## src/rtl/mips_ctrl_pkg.sv

```systemverilog
// ============================================================================
//  Module      : mips_ctrl_pkg
//  Description : Shared encodings, the pipelined control-word type and the
//                bubble constant for the hazard/control pipeline.
//  Revision    : 1.0 - initial release
// ============================================================================
`default_nettype none

package mips_ctrl_pkg;

    // ALU operation encodings driven by the ID decoder
    localparam logic [2:0] c_ALUOP_ADD   = 3'b000;
    localparam logic [2:0] c_ALUOP_SUB   = 3'b001;
    localparam logic [2:0] c_ALUOP_OR    = 3'b010;
    localparam logic [2:0] c_ALUOP_AND   = 3'b011;
    localparam logic [2:0] c_ALUOP_RTYPE = 3'b100;

    // Load width / sign-extension modes
    localparam logic [1:0] c_LDM_WORD    = 2'b00;
    localparam logic [1:0] c_LDM_HALF_S  = 2'b01;
    localparam logic [1:0] c_LDM_HALF_U  = 2'b10;

    // Primary opcodes of the instructions this pipeline distinguishes
    localparam logic [5:0] c_OP_RTYPE    = 6'h00;
    localparam logic [5:0] c_OP_BEQ      = 6'h04;
    localparam logic [5:0] c_OP_ADDI     = 6'h08;
    localparam logic [5:0] c_OP_LW       = 6'h23;
    localparam logic [5:0] c_OP_SW       = 6'h2B;

    // Control word carried down the pipe. RegDst is consumed in ID (it picks
    // the destination register) so it is not part of the stored word.
    typedef struct packed {
        logic       RegWrite;
        logic       MemToReg;
        logic       MemWrite;
        logic       MemRead;
        logic       Branch;
        logic [1:0] load_mode;
        logic       ALUSrc;
        logic [2:0] ALUOp;
    } ctrl_word_t;

    localparam ctrl_word_t CTRL_BUBBLE = '0;

    // R-type (RegDst), BEQ (Branch) and SW (MemWrite) read rt as a source
    function automatic logic uses_rt(input logic reg_dst,
                                     input logic branch,
                                     input logic mem_write);
        return reg_dst | branch | mem_write;
    endfunction

endpackage

`default_nettype wire

```

## src/rtl/ctrl_stage_reg.sv

```systemverilog
// ============================================================================
//  Module      : ctrl_stage_reg
//  Description : One pipeline control register (control word + destination
//                register) with async reset and a synchronous bubble load.
//  Revision    : 1.0 - initial release
// ============================================================================
`default_nettype none

module ctrl_stage_reg
    import mips_ctrl_pkg::*;
#(
    parameter int REG_AW = 5
) (
    input  logic              clk,
    input  logic              rst,
    input  logic              bubble,
    input  ctrl_word_t        ctrl_d,
    input  logic [REG_AW-1:0] dest_d,
    output ctrl_word_t        ctrl_q,
    output logic [REG_AW-1:0] dest_q
);

    // Advance one stage per clock; a bubble request replaces the incoming word
    always_ff @(posedge clk or posedge rst) begin
        if (rst) begin
            ctrl_q <= CTRL_BUBBLE;
            dest_q <= '0;
        end else if (bubble) begin
            ctrl_q <= CTRL_BUBBLE;
            dest_q <= '0;
        end else begin
            ctrl_q <= ctrl_d;
            dest_q <= dest_d;
        end
    end

endmodule

`default_nettype wire

```

## src/rtl/ctrl_pipe_hazard_unit.sv

```systemverilog
// ============================================================================
//  Module      : ctrl_pipe_hazard_unit
//  Description : Carries decoder controls through EX/MEM/WB, stalls one cycle
//                on load-use hazards and flushes younger instructions when a
//                branch resolves taken in MEM.
//                Optional macro CTRL_PERF_CNT_EN adds stall/flush counters.
//  Revision    : 1.0 - initial release
// ============================================================================
`default_nettype none

module ctrl_pipe_hazard_unit
    import mips_ctrl_pkg::*;
#(
    parameter int REG_AW   = 5,
    parameter int STALL_CW = 32
) (
    input  logic              clk,
    input  logic              rst,
    input  logic              id_valid,
    input  logic [REG_AW-1:0] id_rs,
    input  logic [REG_AW-1:0] id_rt,
    input  logic [REG_AW-1:0] id_rd,
    input  logic              RegDst,
    input  logic              RegWrite,
    input  logic              ALUSrc,
    input  logic              MemWrite,
    input  logic              MemRead,
    input  logic              MemToReg,
    input  logic              Branch,
    input  logic [2:0]        ALUOp,
    input  logic [1:0]        load_mode,
    input  logic              branch_taken,
    output logic              pc_write,
    output logic              ifid_write,
    output logic              ifid_flush,
    output logic              ex_ALUSrc,
    output logic [2:0]        ex_ALUOp,
    output logic [REG_AW-1:0] ex_dest,
    output logic              mem_MemWrite,
    output logic              mem_MemRead,
    output logic              mem_Branch,
    output logic [1:0]        mem_load_mode,
    output logic              wb_RegWrite,
    output logic              wb_MemToReg,
    output logic [REG_AW-1:0] wb_dest
`ifdef CTRL_PERF_CNT_EN
    ,
    output logic [STALL_CW-1:0] stall_cnt,
    output logic [STALL_CW-1:0] flush_cnt
`endif
);

    ctrl_word_t        w_id_ctrl;
    logic [REG_AW-1:0] w_id_dest;
    ctrl_word_t        w_ex_ctrl;
    ctrl_word_t        w_mem_ctrl;
    ctrl_word_t        w_wb_ctrl;
    logic [REG_AW-1:0] w_mem_dest;
    logic [REG_AW-1:0] r_ex_rt;
    logic              w_load_use;
    logic              w_flush;
    logic              w_stall;

    // Pack decoder controls; an invalid ID slot becomes an all-zero bubble
    always_comb begin
        w_id_ctrl = CTRL_BUBBLE;
        w_id_dest = '0;
        if (id_valid) begin
            w_id_ctrl.RegWrite  = RegWrite;
            w_id_ctrl.MemToReg  = MemToReg;
            w_id_ctrl.MemWrite  = MemWrite;
            w_id_ctrl.MemRead   = MemRead;
            w_id_ctrl.Branch    = Branch;
            w_id_ctrl.load_mode = load_mode;
            w_id_ctrl.ALUSrc    = ALUSrc;
            w_id_ctrl.ALUOp     = ALUOp;
            w_id_dest           = RegDst ? id_rd : id_rt;
        end
    end

    // Load-use detection and branch flush; a flush overrides a stall because
    // the stalled instruction is being discarded anyway
    always_comb begin
        w_load_use = w_ex_ctrl.MemRead && (r_ex_rt != '0) &&
                     ((r_ex_rt == id_rs) ||
                      ((r_ex_rt == id_rt) && uses_rt(RegDst, Branch, MemWrite)));
        w_flush    = w_mem_ctrl.Branch & branch_taken;
        w_stall    = w_load_use & ~w_flush;
        pc_write   = ~w_stall;
        ifid_write = ~w_stall;
        ifid_flush = w_flush;
    end

    // rt of the instruction in EX; only meaningful while that instruction is a
    // load, and a bubble clears MemRead so a stale value is harmless
    always_ff @(posedge clk or posedge rst) begin
        if (rst) begin
            r_ex_rt <= '0;
        end else begin
            r_ex_rt <= id_rt;
        end
    end

    ctrl_stage_reg #(.REG_AW(REG_AW)) u_id_ex (
        .clk    (clk),
        .rst    (rst),
        .bubble (w_stall | w_flush),
        .ctrl_d (w_id_ctrl),
        .dest_d (w_id_dest),
        .ctrl_q (w_ex_ctrl),
        .dest_q (ex_dest)
    );

    ctrl_stage_reg #(.REG_AW(REG_AW)) u_ex_mem (
        .clk    (clk),
        .rst    (rst),
        .bubble (w_flush),
        .ctrl_d (w_ex_ctrl),
        .dest_d (ex_dest),
        .ctrl_q (w_mem_ctrl),
        .dest_q (w_mem_dest)
    );

    // The resolving branch itself always retires into WB
    ctrl_stage_reg #(.REG_AW(REG_AW)) u_mem_wb (
        .clk    (clk),
        .rst    (rst),
        .bubble (1'b0),
        .ctrl_d (w_mem_ctrl),
        .dest_d (w_mem_dest),
        .ctrl_q (w_wb_ctrl),
        .dest_q (wb_dest)
    );

    assign ex_ALUSrc     = w_ex_ctrl.ALUSrc;
    assign ex_ALUOp      = w_ex_ctrl.ALUOp;
    assign mem_MemWrite  = w_mem_ctrl.MemWrite;
    assign mem_MemRead   = w_mem_ctrl.MemRead;
    assign mem_Branch    = w_mem_ctrl.Branch;
    assign mem_load_mode = w_mem_ctrl.load_mode;
    assign wb_RegWrite   = w_wb_ctrl.RegWrite;
    assign wb_MemToReg   = w_wb_ctrl.MemToReg;

`ifdef CTRL_PERF_CNT_EN
    // Free-running wrap-around event counters
    always_ff @(posedge clk or posedge rst) begin
        if (rst) begin
            stall_cnt <= '0;
            flush_cnt <= '0;
        end else begin
            if (w_stall) begin
                stall_cnt <= stall_cnt + 1'b1;
            end
            if (w_flush) begin
                flush_cnt <= flush_cnt + 1'b1;
            end
        end
    end
`endif

endmodule

`default_nettype wire
```

## config.mk

```make
export PLATFORM = sky130hd
export DESIGN_NAME = ctrl_pipe_hazard_unit
export DESIGN_NICKNAME = d
export VERILOG_FILES = /design/src/rtl/mips_ctrl_pkg.sv /design/src/rtl/ctrl_stage_reg.sv /design/src/rtl/ctrl_pipe_hazard_unit.sv
export SDC_FILE = /design/constraint.sdc
export NUM_CORES = 1
export LEC_CHECK = 0
export BUFFER_PORTS_ARGS = -buffer_cell sky130_fd_sc_hd__buf_2
export CORE_ASPECT_RATIO = 0.9
export CORE_MARGIN = 2
export CORE_UTILIZATION = 45
export DETAILED_ROUTE_END_ITERATION = 6
export GPL_TIMING_DRIVEN = 0
export PLACE_DENSITY = 0.67
export SYNTH_ARGS = -nofsm -noshare
export SYNTH_HDL_FRONTEND = slang
export SYNTH_HIERARCHICAL = 1
export SYNTH_SLANG_ARGS = --single-unit
```

## constraint.sdc

```tcl
create_clock -name clk -period 3.7 [get_ports clk]
set_input_delay 0.555 -clock clk [delete_from_list [all_inputs] [get_ports clk]]
set_output_delay 0.555 -clock clk [all_outputs]
set_load 0.02 [all_outputs]
```

==> results.json <==
{
  "status": "completed",
  "worstPathArrival_ps": 1660,
  "swShare_pct": 23.9,
  "coreArea_sq_mm": 0.00345,
  "placed_area_sq_mm": 0.00199,
  "rsz0062_at_grt": "false",
  "skew_ps": 4.04,
  "startpoint_type": "register",
  "firstDrtPassIters": 4,
  "hp-class": "in2async",
  "routed_wl_mm": 2.75,
  "fp.dieW_um": 68.1,
  "pwr-share-comb_pct": 14.0,
  "clock_latency_ps": 280,
  "p_int_mw": 0.648,
  "numClockSinks": 40,
  "rows": 20,
  "die_area_sq_mm": 0.00419,
  "crit_type": "reg2out",
  "final_common_cell": "buf_2",
  "synth_area_sq_mm": 0.00166,
  "antenna_found_initial": 0,
  "relSlewSlack_pct": 61.0,
  "fin_nets": 223,
  "setup_viol": 0,
  "routed_via_density": 4.42,
  "crit-reg2reg-capture": "u_id_ex/dest_q[3]",
  "power_mw": 0.852,
  "fin_setup_tns_ps": 0,
  "worst_pin_slew_ps": 584,
  "ys_warn_count": 6,
  "hpwl_mm": 2.28,
  "netlist_instances": 129,
  "ant_nets": 0,
  "htreeDepth": 2,
  "initial_utilization_pct": 48.1,
  "drc_errors": 0,
  "post_cts_resized": 0,
  "io_pins": 55,
  "dp.cells": 229,
  "fin_crit_ps": 2220,
  "design_area_sq_mm": 0.00207,
  "pwr-share-clk_pct": 30.6,
  "wl_per_cell_um": 11.7,
  "worstPathMaxFanout": 3,
  "place_congestion": 0.873,
  "leakagePower_nw": 1.10,
  "drtIter0Drc": 42,
  "worst_ir_drop_vdd_uv": 216,
  "gr-total-overflow": 0,
  "p_switching_mw": 0.204,
  "postCtsSetupBuffers": 0,
  "timing.final.crit_share_pct": 60.0,
  "grt_pass1_wl_mm": 4.72,
  "die-height_um": 61.6,
  "regToRegSetupSlack_ps": 2080,
  "seqPwrFrac_pct": 55.4,
  "fin_cells": 236,
  "final_cell_mix": "buf_2 (53), dfrtp_1 (40), nor2b_1 (14), nor2b_2 (14), and2b_2 (12)",
  "hold_violations": 0,
  "diodes": 0,
  "clk_path_buf_depth": 2,
  "cts-root-buf": "clkbuf_8",
  "grt_pass1_vias": 1103,
  "grt_usage_pct": 16.0,
  "end_kind": "primary output",
  "p_per_area_mw_per_mm2": 411,
  "cp_data_required_time_ps": 3140,
  "ctsHoldBuffers": 0,
  "numCtsBuffers": 5,
  "maxCapViolations": 0,
  "clock.fmax_ghz": 0.450,
  "drive_above_1_share_pct": 46.9,
  "clkTransAtPathRegs_ps": 70,
  "port_buffers": 53,
  "ff2ff_path_depth": 6,
  "syn_avg_cell_area_sq_um": 12.9,
  "area_growth_pct": 24.6,
  "cts_tree": "built",
  "slew_violations": 0,
  "vias": 1044,
  "grt_max_degree": 17,
  "crit-reg2reg-launch": "r_ex_rt[1]"
}
[how the worst max path moves through the flow]
stage	from	depth (start not counted)	to
2_1_floorplan	id_rt[0]	5	pc_write
3_3_place_gp	id_rt[0]	7	pc_write
4_1_cts	r_ex_rt[1]	6	pc_write
5_1_grt	r_ex_rt[1]	6	pc_write
6_report	r_ex_rt[1]	6	pc_write
3_5_place_dp	id_rt[1]	7	pc_write
[layer usage]
metal | vias up | global-route usage [%] | wire, um
li1 | 512 | - | -
met1 | 494 | 17.5 | 1090
met2 | 33 | 27.9 | 1430
met3 | 5 | 6.03 | 188
met4 | 0 | 6.86 | 42
met5 | - | 0 | 0
[critical path, cell delays in order (launching register included)]
cell	delay, ps
dfrtp_1	420
xnor2_1	180
nand4_1	110
o22ai_1	230
nand4_1	150
buf_4	150
buf_2	140
[cell type report]
cell class                      instances  area (sq um)
Buffer                                  6          56.3
Tap cell                               44          55.1
Timing Repair Buffer                   53           265
Sequential cell                        40          1000
Multi-Input combinational cell         81           597
Clock inverter                          1          5.00
Clock buffer                            6          72.6
Fill cell                             298          1380
Inverter                                5          18.8
[flip-flops by register name, indices dropped and copies added (netlist names)]
name             flops
u_id_ex/ctrl_q      11
u_ex_mem/ctrl_q      7
r_ex_rt              5
u_ex_mem/dest_q      5
u_id_ex/dest_q       5
u_mem_wb/dest_q      5
u_mem_wb/ctrl_q      2
[power groups by stage]
stage / Sequential (mW) / Combinational (mW) / Clock, mW
after floorplan: 0.497 / 0.0611 / 0
after global placement: 0.480 / 0.119 / 0
after detailed placement: 0.481 / 0.122 / 0
after CTS: 0.473 / 0.122 / 0.272
after global routing: 0.475 / 0.133 / 0.292
final: 0.472 / 0.119 / 0.260
[metrics by stage]
stage / utilization [%] / setup WS (ps) / hold slack [ps]
2_1_floorplan: - / 1650 / 334
3_3_place_gp: 57.7 / 1540 / 447
3_5_place_dp: 57.7 / 1480 / 452
4_1_cts: 60.0 / 1440 / 194
5_1_grt: 60.0 / 1310 / 208
6_report: 60.0 / 1480 / 199
(Power assumes the default switching activity.)
